**src/rtl/traffic_conflict_monitor.sv**
```systemverilog
// Receive-side safety monitor for the traffic-light aspect bus: flags illegal encodings, conflicts,
// bad aspect sequences and short yellows, then holds all lamps in flashing red until cleared.
//
// state    | meaning
// ST_ARM   | one cycle after reset/clear; establishes baseline aspects, checks encoding and conflicts only
// ST_RUN   | normal monitoring, all checks active, lamps follow the sampled bus
// ST_FAULT | cause latched, lamps flash red/off until clear_fault with an all-red bus
module traffic_conflict_monitor #(
  parameter int NUM_LIGHTS = 8,
  parameter logic [NUM_LIGHTS*NUM_LIGHTS-1:0] PERMIT_MASK = 64'hA050_A050_0906_0609,
  parameter int MIN_YELLOW = 2,
  parameter int FLASH_HALF = 4,
  parameter int CNT_W      = 8,
  localparam int LW = (NUM_LIGHTS > 1) ? $clog2(NUM_LIGHTS) : 1
) (
  input  logic                    clk,
  input  logic                    reset,
  input  logic [3*NUM_LIGHTS-1:0] lights_in,
  input  logic                    clear_fault,
  output logic [3*NUM_LIGHTS-1:0] lamp_out,
  output logic                    fault,
  output logic [2:0]              fault_code,
  output logic [LW-1:0]           fault_light,
  output logic [CNT_W-1:0]        fault_count
);

  localparam int DW = (MIN_YELLOW > 0) ? $clog2(MIN_YELLOW + 1) : 1;
  localparam int FW = (FLASH_HALF > 1) ? $clog2(FLASH_HALF) : 1;
  localparam logic [DW-1:0] DWELL_MAX  = DW'(MIN_YELLOW);
  localparam logic [FW-1:0] FLASH_LOAD = FW'(FLASH_HALF - 1);
  localparam logic [CNT_W-1:0] CNT_MAX = '1;

  localparam logic [2:0] ASP_R = 3'b100;
  localparam logic [2:0] ASP_Y = 3'b010;
  localparam logic [2:0] ASP_G = 3'b001;
  localparam logic [3*NUM_LIGHTS-1:0] ALL_RED = {NUM_LIGHTS{ASP_R}};

  localparam logic [2:0] CODE_NONE     = 3'd0;
  localparam logic [2:0] CODE_ILLEGAL  = 3'd1;
  localparam logic [2:0] CODE_CONFLICT = 3'd2;
  localparam logic [2:0] CODE_SEQUENCE = 3'd3;
  localparam logic [2:0] CODE_SHORT_Y  = 3'd4;

  typedef enum logic [1:0] {ST_ARM, ST_RUN, ST_FAULT} state_t;

  state_t                  state_q, state_d;
  logic [3*NUM_LIGHTS-1:0] lights_q, lights_d;
  logic [3*NUM_LIGHTS-1:0] prev_q, prev_d;
  logic [DW-1:0]           dwell_q [NUM_LIGHTS];
  logic [DW-1:0]           dwell_d [NUM_LIGHTS];
  logic [3*NUM_LIGHTS-1:0] lamp_q, lamp_d;
  logic                    fault_q, fault_d;
  logic [2:0]              code_q, code_d;
  logic [LW-1:0]           light_q, light_d;
  logic [CNT_W-1:0]        count_q, count_d;
  logic                    phase_q, phase_d;
  logic [FW-1:0]           flash_q, flash_d;

  logic          ill_hit, con_hit, seq_hit, shy_hit;
  logic [LW-1:0] ill_idx, con_idx, seq_idx, shy_idx;
  logic          run_viol, arm_viol;
  logic [2:0]    viol_code;
  logic [LW-1:0] viol_idx;

  // Per-light checks; each category keeps only its lowest offending index.
  always_comb begin
    logic [2:0] cur;
    logic [2:0] prv;
    cur     = '0;
    prv     = '0;
    ill_hit = 1'b0;
    con_hit = 1'b0;
    seq_hit = 1'b0;
    shy_hit = 1'b0;
    ill_idx = '0;
    con_idx = '0;
    seq_idx = '0;
    shy_idx = '0;
    dwell_d = dwell_q;
    for (int i = 0; i < NUM_LIGHTS; i++) begin
      cur = lights_q[3*i +: 3];
      prv = prev_q[3*i +: 3];
      if (!ill_hit && !(cur == ASP_R || cur == ASP_Y || cur == ASP_G)) begin
        ill_hit = 1'b1;
        ill_idx = LW'(i);
      end
      for (int j = 0; j < NUM_LIGHTS; j++) begin
        if (!con_hit && (j != i) && (cur != ASP_R) && (lights_q[3*j +: 3] != ASP_R) &&
            !(PERMIT_MASK[i*NUM_LIGHTS+j] && PERMIT_MASK[j*NUM_LIGHTS+i])) begin
          con_hit = 1'b1;
          con_idx = LW'(i);
        end
      end
      if (!seq_hit && ((prv == ASP_G && cur == ASP_R) || (prv == ASP_R && cur == ASP_Y) ||
                       (prv == ASP_Y && cur == ASP_G))) begin
        seq_hit = 1'b1;
        seq_idx = LW'(i);
      end
      if (!shy_hit && prv == ASP_Y && cur == ASP_R && dwell_q[i] < DWELL_MAX) begin
        shy_hit = 1'b1;
        shy_idx = LW'(i);
      end
      if (cur != prv)
        dwell_d[i] = DW'(1);
      else if (dwell_q[i] < DWELL_MAX)
        dwell_d[i] = dwell_q[i] + 1'b1;
    end
  end

  always_comb begin
    run_viol  = 1'b1;
    viol_code = CODE_NONE;
    viol_idx  = '0;
    if (ill_hit) begin
      viol_code = CODE_ILLEGAL;
      viol_idx  = ill_idx;
    end else if (con_hit) begin
      viol_code = CODE_CONFLICT;
      viol_idx  = con_idx;
    end else if (seq_hit) begin
      viol_code = CODE_SEQUENCE;
      viol_idx  = seq_idx;
    end else if (shy_hit) begin
      viol_code = CODE_SHORT_Y;
      viol_idx  = shy_idx;
    end else begin
      run_viol = 1'b0;
    end
    // Encoding and conflict outrank the rest, so viol_code is already right for ARM.
    arm_viol = ill_hit | con_hit;
  end

  always_comb begin
    logic go_fault;
    go_fault = 1'b0;
    state_d  = state_q;
    lights_d = lights_in;
    prev_d   = lights_q;
    lamp_d   = lamp_q;
    fault_d  = fault_q;
    code_d   = code_q;
    light_d  = light_q;
    count_d  = count_q;
    phase_d  = phase_q;
    flash_d  = flash_q;
    case (state_q)
      ST_ARM: begin
        if (arm_viol) begin
          go_fault = 1'b1;
        end else begin
          state_d = ST_RUN;
          lamp_d  = lights_q;
        end
      end
      ST_RUN: begin
        if (run_viol) go_fault = 1'b1;
        else          lamp_d   = lights_q;
      end
      ST_FAULT: begin
        if (clear_fault && lights_q == ALL_RED) begin
          state_d = ST_ARM;
          fault_d = 1'b0;
          code_d  = CODE_NONE;
          light_d = '0;
          lamp_d  = ALL_RED;
          phase_d = 1'b1;
          flash_d = FLASH_LOAD;
        end else if (flash_q == '0) begin
          phase_d = ~phase_q;
          flash_d = FLASH_LOAD;
          lamp_d  = phase_q ? '0 : ALL_RED;
        end else begin
          flash_d = flash_q - 1'b1;
        end
      end
      default: state_d = ST_ARM;
    endcase
    if (go_fault) begin
      state_d = ST_FAULT;
      fault_d = 1'b1;
      code_d  = viol_code;
      light_d = viol_idx;
      count_d = (count_q == CNT_MAX) ? count_q : count_q + 1'b1;
      lamp_d  = ALL_RED;
      phase_d = 1'b1;
      flash_d = FLASH_LOAD;
    end
  end

  always_ff @(posedge clk or posedge reset) begin
    if (reset) begin
      state_q  <= ST_ARM;
      lights_q <= ALL_RED;
      prev_q   <= ALL_RED;
      for (int i = 0; i < NUM_LIGHTS; i++) dwell_q[i] <= '0;
      lamp_q   <= ALL_RED;
      fault_q  <= 1'b0;
      code_q   <= CODE_NONE;
      light_q  <= '0;
      count_q  <= '0;
      phase_q  <= 1'b1;
      flash_q  <= FLASH_LOAD;
    end else begin
      state_q  <= state_d;
      lights_q <= lights_d;
      prev_q   <= prev_d;
      dwell_q  <= dwell_d;
      lamp_q   <= lamp_d;
      fault_q  <= fault_d;
      code_q   <= code_d;
      light_q  <= light_d;
      count_q  <= count_d;
      phase_q  <= phase_d;
      flash_q  <= flash_d;
    end
  end

  assign lamp_out    = lamp_q;
  assign fault       = fault_q;
  assign fault_code  = code_q;
  assign fault_light = light_q;
  assign fault_count = count_q;

endmodule

```
**config.mk**
```make
export PLATFORM = sky130hd
export DESIGN_NAME = traffic_conflict_monitor
export DESIGN_NICKNAME = d
export VERILOG_FILES = /design/src/rtl/traffic_conflict_monitor.sv
export SDC_FILE = /design/constraint.sdc
export NUM_CORES = 1
export LEC_CHECK = 0
export CORE_ASPECT_RATIO = 0.6
export CORE_MARGIN = 5
export CORE_UTILIZATION = 42
export CTS_CLUSTER_SIZE = 12
export DETAILED_ROUTE_END_ITERATION = 10
export PLACE_DENSITY = 0.63
export SLEW_MARGIN = 20
export SYNTH_ARGS = -nofsm -noshare
export SYNTH_HDL_FRONTEND = slang
export SYNTH_SLANG_ARGS = --single-unit
```
**constraint.sdc**
```tcl
create_clock -name clk -period 3.05 [get_ports clk]
set_input_delay 0.4575 -clock clk [delete_from_list [all_inputs] [get_ports clk]]
set_output_delay 0.4575 -clock clk [all_outputs]
set_load 0.005 [all_outputs]
```
# Word-level counts from Yosys, hierarchy flattened
# Index checks and enable logic that the tools add are counted.
# totals
register_bits	108
input_bits	27
out_inout_bits	39
# classes
n_addsub	10
order_cmp	8
n_eq_ne	73
muxes	192
n_bitwise	3
reduce_logical	282
# op_table
op	n
1-bit logical AND	157
24-bit two-way mux	6
3-bit two-way mux	48
1-bit two-way mux	94
2-bit two-way mux	41
1-bit zero test	74
24-bit one-hot mux with 3 select lines	1
3-bit by 1-bit == test with 1-bit output (second input constant)	16
3-bit by 2-bit == test with 1-bit output (second input constant)	16
3-bit == test (second input constant)	16
3-bit inequality test (second input constant)	11
1-bit logical OR	32
24-bit == test (second input constant)	1
3-bit inequality test	8
2-bit nonzero test	10
2-bit by 1-bit adder with 2-bit output (second input constant)	8
2-bit less-than comparator (second input constant)	8
8-bit by 1-bit adder with 8-bit output (second input constant)	1
8-bit == test (second input constant)	1
2-bit one-hot mux with 3 select lines	1
2-bit AND reduction	3
2-bit zero test	2
4-bit inequality test (second input constant)	1
4-bit AND reduction	1
10 further kinds	11

# Logic depth before layout (Yosys ltp)
# Gate-level depths: netlist of the first run.
# depth
depth_word	197
mapped_depth	10

# Worst setup path before layout of the first run
# OpenSTA, ideal clock, no wires.
# synth_timing
kind	reg-to-reg
from	register lights_q[14]
to	register count_q[6] (netlist: fault_count[6])
t_arrival_ns	2.433
required_time_ns	2.923
slack_ns	0.489
stages_incl_launch_ff	9
path_buffers	0
synth_period_minus_slack_ns	2.561
path_cell_list	dfstp_2 -> or3b_4 -> a222oi_1 -> and3_2 -> nand3_4 -> nand2b_4 -> a211o_1 -> nand4_1 -> mux2_1
# synth_between
elab_chain_cells	188
elab_cells_between_ends	243
cone_classes	eq/ne (4); mux (65); bitwise (1); reduce/logical (173)
# synth_rtl
element	line	rtl
start: declaration	47	logic [3*NUM_LIGHTS-1:0] lights_q, lights_d;
start signal: assignment	205	lights_q <= lights_d;
3-bit inequality test	88	if (!con_hit && (j != i) && (cur != ASP_R) && (lights_q[3*j +: 3] != ASP_R) &&
1-bit logical AND	88	
1-bit two-way mux	88	
1-bit zero test	88	
1-bit logical AND (2 in a row)	88	
1-bit two-way mux	88	
1-bit zero test	88	
1-bit logical AND (2 in a row)	88	
(+169 left out)	--	
1-bit zero test	88	
1-bit logical AND (2 in a row)	88	
1-bit two-way mux	88	
1-bit two-way mux	117	end else if (con_hit) begin
1-bit two-way mux	114	if (ill_hit) begin
1-bit two-way mux	156	if (run_viol) go_fault = 1'b1;
1-bit one-hot mux with 2 select lines (*)	146	case (state_q)
2-bit AND reduction (no line) (*)	--	
end signal: assignment	212	count_q <= count_d;
end: declaration	55	logic [CNT_W-1:0] count_q, count_d;
# Mark *: on every way between the ends. The rest lies on a longest branch, timed or not.
# A chain may end at the register's enable or synchronous reset.

# Worst setup path after layout of the first run
# layout_timing
from	register lights_q[0]
to	register count_q[6] (netlist: fault_count[6])
# layout_between
elab_chain_cells	196
elab_cells_between_ends	291
cone_classes	eq/ne (4); mux (79); bitwise (1); reduce/logical (207)
# layout_rtl
element	line
3-bit inequality test	88
1-bit logical AND	88
1-bit two-way mux	88
1-bit zero test	88
1-bit logical AND (2 in a row)	88
1-bit two-way mux	88
1-bit zero test	88
1-bit logical AND (2 in a row)	88
(+177 left out)	--
1-bit zero test	88
1-bit logical AND (2 in a row)	88
1-bit two-way mux	88
1-bit two-way mux	117
1-bit two-way mux	114
1-bit two-way mux	156
1-bit one-hot mux with 2 select lines (*)	146
2-bit AND reduction (no line) (*)	--
# Marks and branches as above.

==> metrics.txt, run 1 <==
status=complete, no violations; Leakage Power=approximately 2.8 nW; via count of the first global-routing pass=just under 4000; Max Clock Skew=a little over 9 ps; Total Routed Length=between 10000 and 15000 µm; post-synthesis sequential area ratio=0.529; count of nets left with antenna violations after detail routing=0; worst hold path cell count=0; clock net sink count=roughly 110; Slew Limit Headroom=0.393; Top Ports=66; Clk Tree Root Cell=sky130_fd_sc_hd__clkbuf_16; setup violators final=0; wire length of the first global-routing pass=21200 µm; slowest CP cell=sky130_fd_sc_hd__dfrtp_2; pin count of the biggest net entering global routing=109; number of library cell types mapped by synthesis=70; count of flip-flops with a built-in enable after synthesis=0; Worst-path clk slew=70 ps; vias=3962; critical path endpoint category=flop; Critical Path Source Type=flop; commonest register cell after synthesis=sky130_fd_sc_hd__dfrtp_1; HPWL after DPL=9920 µm; worst voltage drop across the vdd grid=about 0.24 mV; cell types occupying the most area after synthesis=sky130_fd_sc_hd__dfrtp_1, sky130_fd_sc_hd__dfstp_2, sky130_fd_sc_hd__nand2_1, sky130_fd_sc_hd__xor2_1, sky130_fd_sc_hd__a22o_1; aggregate negative setup slack=0 ps; most common cell after layout, fill and taps aside=sky130_fd_sc_hd__dfrtp_1; total CTS buffers=9; die area=about 15000 µm²; total gr overflow=0; number of max-slew violations in the final report=0; mapped cell area=just over 5000 µm²; data arrival at the endpoint of the critical path=roughly 3100 ps; Worst Path Required=3270 ps; worst-case reg-to-reg path depth=10; highest-count cells in the layout ignoring fill and taps=sky130_fd_sc_hd__dfrtp_1, sky130_fd_sc_hd__buf_4, sky130_fd_sc_hd__clkdlybuf4s50_1; global routing usage summed across all routing layers=0.184; Critical Path Stages=10; cell-by-cell trace of the critical path=buf_4, or3b_1, a22o_2, nor4_4, nand3_4, buf_4, nand2b_4, a211o_4, nand4_1, mux2_1; antenna violations before repair=0; CTS max path bufs=2; TritonCTS clock tree=done; layout-stage area growth over the synthesis result=31.8%; site row count=31; syn_nets=approximately 500; Post-layout nets=around 630; vias per cell=approximately 5.2; number of design rule violations left after detail routing=0; clock insertion delay at the later pin of the skew report=~340 ps; RSZ-0062 raised after global routing=no; Most Frequent Cell on Critical Path=sky130_fd_sc_hd__buf_4; die boundary width=between 150 and 200 µm; worst hold-check path type=flop to flop; routability congestion estimate=between 0.9 and 1; share of post-route cells with drive strength above 1=0.246; share of flip-flops with an asynchronous set or reset=1.00; worst setup margin=roughly 140 ps; count of final hold-check violations=0; number of cells produced by synthesis=roughly 470; Initial Utilization=0.429; placeable core region=~12000 µm²; post-layout min period=~2900 ps; Post-Place Worst Slack=approximately 150 ps; highest attainable clock frequency=0.344 GHz; max-cap viol count=0; first-iteration detailed-routing DRC count=~190; Crit path max-delay family=simple AND/OR/NAND/NOR gates; Tcrit/Tclk final=0.954; largest fanout on the critical path=7; number of flip-flops and latches in the synthesized netlist=about 110; slowest stage delay, CP=430 ps; drt wl/cell=between 15 and 20 µm; CP Class=flop to flop; area share of the largest cell type after synthesis=0.392; Port-buffer cells=65; Avg Synthesized Cell Area=about 11 µm²; cell type with the highest aggregate area in the netlist=sky130_fd_sc_hd__dfrtp_1; Pwr per Cell Area=approximately 440 nW/µm²; level count of the clock H-tree=3; Buf/Inv on CP=2; core utilization of the finished layout=0.565; number of warnings reported in the yosys synthesis log=0; DIE HEIGHT=around 96 µm; TritonRoute pass-1 iters=4; Worst Max-Slew Pin Slew=around 900 ps; number of antenna repair diodes=0
cells in the mapped netlist (4+ instances only):
cell type and number:
sky130_fd_sc_hd__nor4bb_1 10, sky130_fd_sc_hd__nor2_1 37, sky130_fd_sc_hd__nor4b_1 7, sky130_fd_sc_hd__inv_1 7, sky130_fd_sc_hd__nor3b_1 4, sky130_fd_sc_hd__and2_1 4, sky130_fd_sc_hd__nand2b_1 4, sky130_fd_sc_hd__nor3b_2 4
sky130_fd_sc_hd__o21ai_0 23, sky130_fd_sc_hd__o21ai_1 4, sky130_fd_sc_hd__dfrtp_1 81, sky130_fd_sc_hd__buf_2 9, sky130_fd_sc_hd__dfstp_2 27, sky130_fd_sc_hd__and3_1 4, sky130_fd_sc_hd__nor3_1 12, sky130_fd_sc_hd__o31ai_1 5
sky130_fd_sc_hd__a21oi_1 14, sky130_fd_sc_hd__o211ai_1 4, sky130_fd_sc_hd__nand2_1 60, sky130_fd_sc_hd__nand3_1 11, sky130_fd_sc_hd__a22o_1 17, sky130_fd_sc_hd__nand4_1 4, sky130_fd_sc_hd__xor2_1 20, sky130_fd_sc_hd__xnor2_1 14
registers in the layout, summed over array words and instances, names as in the netlist:
name         count
state_q          2
fault_light      3
lamp_out        24
dwell_q         16
lights_q        24
prev_q          24
fault            1
fault_code       3
flash_q          2
fault_count      8
phase_q          1
where the power goes:
group / total, mW / switching [mW] / internal (mW)
clock network: 1.17 / 0.528 / 0.645
logic: 0.293 / 0.141 / 0.153
registers: 1.55 / 0.0610 / 1.49
total: 3.02 / 0.729 / 2.29
final timing paths:
check	slack [ps]	end	start
worst min-delay path	420	prev_q[20]	lights_q[20]
min in group asynchronous	610	lights_q[21]	reset
worst max register to register	140	fault_count[6]	lights_q[0]
worst max-delay path	140	fault_count[6]	lights_q[0]
max in group asynchronous	2000	flash_q[1]	reset
worst min register to register	420	prev_q[20]	lights_q[20]
final cells by class:
cell class / instances / area [µm²]
clock inverter: 6 / 70.1
timing repair buffer: 137 / 1220
inverter: 7 / 30.0
multi-input combinational: 333 / 2320
fill: 1021 / 5250
sequential: 108 / 2740
tap: 165 / 206
clock buffer: 10 / 229
through the flow:
step	power (mW)	area (µm²)	cells	hold slack [ps]
after floorplan	1.73	5180	466	349
after global placement	1.86	6470	747	412
after detailed placement	1.87	6480	748	411
after CTS	3.06	6780	764	424
after global routing	3.16	6820	766	432
final	3.02	6820	766	422
routing by layer:
metal,vias to the layer above,GRT usage,share of wire
met5,-,0,0
met1,1931,0.279,0.52
li1,1943,-,-
met4,0,0.0348,0.0014
met3,2,0.0445,0.056
met2,86,0.268,0.43
cell families after synthesis:
| logic type | synth area share |
|---|---|
| simple gates | 0.225 |
| flops | 0.529 |
| compound gates | 0.153 |
| xor+xnor | 0.0576 |
| buf+inv | 0.0264 |
| mux | 0.00435 |
| fa+ha+maj | 0.00484 |
timing repair:
item	CTS	global route
endpoints found under the setup margin	0	7
hold buffers	0	0
resized for setup	0	5
setup buffers	0	2
Note: power is estimated with default switching activity, not from simulation.
==> run 2: changes to the inputs <==
--- a/config.mk
+++ b/config.mk
@@ -8,9 +8,11 @@
 export CORE_ASPECT_RATIO = 0.6
 export CORE_MARGIN = 5
 export CORE_UTILIZATION = 42
+export CTS_BUF_LIST = sky130_fd_sc_hd__clkbuf_4 sky130_fd_sc_hd__clkbuf_8
 export CTS_CLUSTER_SIZE = 12
 export DETAILED_ROUTE_END_ITERATION = 10
 export PLACE_DENSITY = 0.63
+export RECOVER_POWER = 50
 export SLEW_MARGIN = 20
 export SYNTH_ARGS = -nofsm -noshare
 export SYNTH_HDL_FRONTEND = slang
==> metrics.txt, run 2 (synthesized netlist as in run 1, its figures left out) <==
drt wl/cell=16.9 µm (about the same); share of post-route cells with drive strength above 1=0.216 (was 0.246); number of max-slew violations in the final report=0 (unchanged); worst voltage drop across the vdd grid=0.236 mV (was 0.240 mV); count of nets left with antenna violations after detail routing=0 (unchanged); Max Clock Skew=10.6 ps (was 9.14 ps); vias per cell=5.23 (was 5.17); level count of the clock H-tree=3 (unchanged); layout-stage area growth over the synthesis result=28.4% (was 31.8%); highest attainable clock frequency=0.343 GHz (was 0.344 GHz); Leakage Power=2.75 nW (was 2.85 nW); first-iteration detailed-routing DRC count=234 (was 191); Worst-path clk slew=100 ps (was 70 ps); number of design rule violations left after detail routing=0 (unchanged); worst hold path cell count=0 (unchanged); Total Routed Length=12900 µm (was 13000 µm); worst-case reg-to-reg path depth=9 (was 10); site row count=31 (unchanged); Post-layout nets=625 (unchanged); startpoint of the worst-slack reg-to-reg timing path=lights_q[14] (was lights_q[0]); total gr overflow=0 (unchanged); CTS max path bufs=2 (unchanged); pin count of the biggest net entering global routing=109 (unchanged); hold path start=lights_q[5] (was lights_q[20]); total CTS buffers=9 (unchanged); status=complete, no violations (unchanged); clock net sink count=108 (unchanged); die boundary width=153 µm (unchanged); wire length of the first global-routing pass=21100 µm (was 21200 µm); aggregate negative setup slack=0 ps (unchanged); data arrival at the endpoint of the critical path=3180 ps (was 3130 ps); slowest CP cell=sky130_fd_sc_hd__dfstp_1 (was sky130_fd_sc_hd__dfrtp_2); Slew Limit Headroom=0.0466 (was 0.393); RSZ-0062 raised after global routing=no (unchanged); Initial Utilization=0.429 (unchanged); most common cell after layout, fill and taps aside=sky130_fd_sc_hd__dfrtp_1 (unchanged); Tcrit/Tclk final=0.957 (was 0.954); highest-count cells in the layout ignoring fill and taps=sky130_fd_sc_hd__dfrtp_1, sky130_fd_sc_hd__nand2_1, sky130_fd_sc_hd__buf_4 (was sky130_fd_sc_hd__dfrtp_1, sky130_fd_sc_hd__buf_4, sky130_fd_sc_hd__clkdlybuf4s50_1); worst hold-check path type=flop to flop (unchanged); setup violators final=0 (unchanged); global routing usage summed across all routing layers=0.183 (was 0.184); DIE HEIGHT=96.0 µm (unchanged); vias=4006 (was 3962); antenna violations before repair=0 (unchanged); critical path endpoint category=flop (unchanged); TritonRoute pass-1 iters=5 (was 4); via count of the first global-routing pass=3951 (was 3975); Clk Tree Root Cell=sky130_fd_sc_hd__clkbuf_8 (was sky130_fd_sc_hd__clkbuf_16); routability congestion estimate=0.934 (unchanged); number of antenna repair diodes=0 (unchanged); Top Ports=66 (unchanged); cell-by-cell trace of the critical path=or3b_4, a222oi_1, and3_2, nand3_4, buf_4, nand2b_4, a211o_4, nand4_1, mux2_1 (was buf_4, or3b_1, a22o_2, nor4_4, nand3_4, buf_4, nand2b_4, a211o_4, nand4_1, mux2_1); power consumption=2.72 mW (was 3.02 mW); HPWL after DPL=9920 µm (unchanged); source of the critical timing path=lights_q[14] (was lights_q[0]); die area=14700 µm² (unchanged); post-layout min period=2920 ps (was 2910 ps); TritonCTS clock tree=done (unchanged); placeable core region=12100 µm² (unchanged); Worst Path Required=3310 ps (was 3270 ps); Worst Max-Slew Pin Slew=1430 ps (was 902 ps); max-cap viol count=0 (unchanged); CP Class=flop to flop (unchanged); largest fanout on the critical path=7 (unchanged); Critical Path Source Type=flop (unchanged); Port-buffer cells=65 (unchanged); slowest stage delay, CP=680 ps (was 430 ps); Pwr per Cell Area=409 nW/µm² (was 443 nW/µm²); count of final hold-check violations=0 (unchanged); clock insertion delay at the later pin of the skew report=380 ps (was 340 ps)
run 2: cell types whose count changed in the layout (fill, tap and decap cells not counted), moves of 9 or more:
cell	delta
sky130_fd_sc_hd__clkbuf_8	+9
sky130_fd_sc_hd__dlygate4sd3_1	+25
sky130_fd_sc_hd__clkbuf_1	+12
sky130_fd_sc_hd__clkdlybuf4s50_1	-25
sky130_fd_sc_hd__buf_4	-14
sky130_fd_sc_hd__clkbuf_16	-9
run 2: final timing paths:
check                                      end  slack (ps)
worst min register to register       prev_q[5]         420
worst min-delay path                 prev_q[5]         420
worst max-delay path            fault_count[6]         130
worst max register to register  fault_count[6]         130
min in group asynchronous         lights_q[21]        1070
max in group asynchronous          lights_q[0]        1000
run 2: report_power, final:
group	leakage, nW	internal [mW]	switching [mW]
Sequential	1.27	1.49	0.0601
Clock	0.105	0.397	0.495
Combinational	1.38	0.135	0.140
Total	2.75	2.02	0.695
run 2: routing by layer:
layer	GRT usage	vias up	wire, µm
li1	-	1939	-
met1	0.277	1955	6710
met2	0.265	102	5420
met3	0.0458	10	705
met4	0.0393	0	104
met5	0	-	0
run 2: timing repair:
action | 4_1_cts | 5_1_grt
resized for setup | 0 | 5
hold buffers | 0 | 0
setup endpoints to repair | 0 | 7
setup buffers | 0 | 2
run 2: stage by stage:
stage	setup slack (ps)	cell area [µm²]	hold slack, ps	utilization	cells
2_1_floorplan	489	5180	349	-	466
3_3_place_gp	18.9	6470	412	0.536	747
3_5_place_dp	145	6480	411	0.537	748
4_1_cts	120	6680	428	0.554	764
5_1_grt	20.8	6650	452	0.551	766
6_report	132	6650	425	0.551	766
run 2: worst max-delay path, delay by kind of cell, from the launching register on:
family / cells / cell delay [ps]
DFF: 1 / 680
AOI/OAI and AO/OA: 2 / 560
muxes: 1 / 320
buffers and inverters: 1 / 190
and+or+nand+nor: 5 / 1040
run 2: final cells by class:
| cell class | count | area (µm²) |
|---|---|---|
| clock buffer | 10 | 131 |
| clock inverter | 6 | 70.1 |
| fill | 1041 | 5420 |
| inverter | 7 | 30.0 |
| multi-input combinational | 333 | 2320 |
| sequential | 108 | 2740 |
| tap | 165 | 206 |
| timing repair buffer | 137 | 1150 |
==> run 3: changes to the inputs <==
--- a/config.mk
+++ b/config.mk
@@ -9,8 +9,9 @@
 export CORE_MARGIN = 5
 export CORE_UTILIZATION = 42
 export CTS_BUF_LIST = sky130_fd_sc_hd__clkbuf_4 sky130_fd_sc_hd__clkbuf_8
-export CTS_CLUSTER_SIZE = 12
+export CTS_CLUSTER_SIZE = 40
 export DETAILED_ROUTE_END_ITERATION = 10
+export MAX_ROUTING_LAYER = met4
 export PLACE_DENSITY = 0.63
 export RECOVER_POWER = 50
 export SLEW_MARGIN = 20
==> metrics.txt, run 3 (synthesized netlist as in run 1, its figures left out) <==
status=complete, no violations (unchanged); Post-layout nets=608 (was 625); TritonRoute pass-1 iters=5 (unchanged); post-layout min period=2860 ps (was 2920 ps); worst voltage drop across the vdd grid=0.188 mV (was 0.236 mV); sink of the worst hold path=prev_q[8] (was prev_q[5]); Slew Limit Headroom=0.0651 (was 0.0466); global routing usage summed across all routing layers=0.186 (was 0.183); worst hold-check path type=flop to flop (unchanged); number of antenna repair diodes=0 (unchanged); routability congestion estimate=0.906 (was 0.934); pin count of the biggest net entering global routing=109 (unchanged); count of final hold-check violations=0 (unchanged); max-cap viol count=0 (unchanged); drt wl/cell=17.1 µm (was 16.9 µm); RSZ-0062 raised after global routing=no (unchanged); worst reg2reg path endpoint=fault_count[6] (unchanged); placeable core region=12100 µm² (unchanged); number of max-slew violations in the final report=0 (unchanged); Leakage Power=2.67 nW (was 2.75 nW); share of post-route cells with drive strength above 1=0.193 (was 0.216); HPWL after DPL=9630 µm (was 9920 µm); clock insertion delay at the later pin of the skew report=370 ps (was 380 ps); die boundary width=153 µm (unchanged); Tcrit/Tclk final=0.939 (was 0.957); hold path start=lights_q[8] (was lights_q[5]); level count of the clock H-tree=3 (unchanged); via count of the first global-routing pass=3931 (was 3951); highest attainable clock frequency=0.349 GHz (was 0.343 GHz); Top Ports=66 (unchanged); first-iteration detailed-routing DRC count=287 (was 234); Worst Max-Slew Pin Slew=1400 ps (was 1430 ps); Critical Path Source Type=flop (unchanged); Total Routed Length=12800 µm (was 12900 µm); number of design rule violations left after detail routing=0 (unchanged); highest-count cells in the layout ignoring fill and taps=sky130_fd_sc_hd__dfrtp_1, sky130_fd_sc_hd__nand2_1, sky130_fd_sc_hd__clkdlybuf4s50_1, sky130_fd_sc_hd__buf_4, sky130_fd_sc_hd__nor2_1 (was sky130_fd_sc_hd__dfrtp_1, sky130_fd_sc_hd__nand2_1, sky130_fd_sc_hd__buf_4); DIE HEIGHT=96.0 µm (unchanged); Port-buffer cells=65 (unchanged); vias=3949 (was 4006); Initial Utilization=0.429 (unchanged); reg-to-reg setup timing slack=190 ps (was 130 ps); critical path endpoint category=flop (unchanged); source of the critical timing path=lights_q[14] (unchanged); Clk Tree Root Cell=sky130_fd_sc_hd__clkbuf_8 (unchanged); site row count=31 (unchanged); wire length of the first global-routing pass=20800 µm (was 21100 µm); Max Clock Skew=13.7 ps (was 10.6 ps); die area=14700 µm² (unchanged); layout-stage area growth over the synthesis result=25.5% (was 28.4%); vias per cell=5.27 (was 5.23); total gr overflow=0 (unchanged); Pwr per Cell Area=404 nW/µm² (was 409 nW/µm²); largest fanout on the critical path=8 (was 7); total CTS buffers=9 (unchanged); startpoint of the worst-slack reg-to-reg timing path=lights_q[14] (unchanged); data arrival at the endpoint of the critical path=3120 ps (was 3180 ps); Worst Path Required=3310 ps (about the same); aggregate negative setup slack=0 ps (unchanged); clock net sink count=108 (unchanged); antenna violations before repair=0 (unchanged); setup violators final=0 (unchanged); count of nets left with antenna violations after detail routing=0 (unchanged); CP Class=flop to flop (unchanged); TritonCTS clock tree=done (unchanged); most common cell after layout, fill and taps aside=sky130_fd_sc_hd__dfrtp_1 (unchanged); worst-case reg-to-reg path depth=9 (unchanged); Worst-path clk slew=100 ps (about the same); CTS max path bufs=2 (unchanged); core utilization of the finished layout=0.538 (was 0.551); worst hold path cell count=0 (unchanged)
[run 3: changes by cell type in the layout (fill, tap and decap cells not counted), sizes merged]
cell | previous run | this run
buf | 56 | 41
clkbuf | 26 | 24
inv | 8 | 10
bufinv | 1 | 0
clkinv | 3 | 2
[run 3: how the worst max path moves through the flow]
stage	to
floorplan	fault_count[6]
global placement	lamp_out[9]
detailed placement	lamp_out[12]
CTS	fault_light[2]
global route	fault_code[0]
finish	fault_count[6]
[run 3: repair_timing]
item,4_1_cts,5_1_grt
hold buffers,0,0
setup buffers,3,0
hold endpoints to repair,0,0
resized for setup,0,3
endpoints found under the setup margin,4,12
pin swaps,1,0
[run 3: area by class of cell]
cell class              count  area, µm²
fillers                  1071       5570
clock inverters             6       45.0
well taps                 165        206
flip-flops and latches    108       2740
clock buffers              10        138
inverters                   7       30.0
repair buffers            120       1030
multi-input cells         333       2310
[run 3: power breakdown]
group          leakage (nW)  switching, mW  internal (mW)
registers              1.27         0.0644           1.49
logic                  1.30          0.131          0.122
clock network        0.0978          0.488          0.329
[run 3: per-stage QoR]
stage	power, mW	std cells	worst slack (ps)	hold WS, ps	area [µm²]
finish	2.62	749	186	431	6490
global route	2.75	749	20.2	439	6490
CTS	2.68	749	61.6	431	6550
detailed placement	1.85	730	7.25	415	6330
global placement	1.85	730	22.4	412	6330
floorplan	1.73	466	489	349	5180
[run 3: worst max-delay path, stage by stage, from the launching register on]
cell                       delay (ps)
sky130_fd_sc_hd__dfstp_2          620
sky130_fd_sc_hd__or3b_4           440
sky130_fd_sc_hd__a222oi_1         210
sky130_fd_sc_hd__and3_2           270
sky130_fd_sc_hd__nand3_4          100
sky130_fd_sc_hd__buf_4            190
sky130_fd_sc_hd__nand2b_4         130
sky130_fd_sc_hd__a211o_1          350
sky130_fd_sc_hd__nand4_1          130
sky130_fd_sc_hd__mux2_1           320
[run 3: metal layers]
metal,global-route usage,vias to the layer above,part of all wire
li1,-,1907,-
met1,0.268,1925,0.52
met2,0.266,100,0.42
met3,0.0427,17,0.046
met4,0.0437,0,0.011
met5,-,-,0
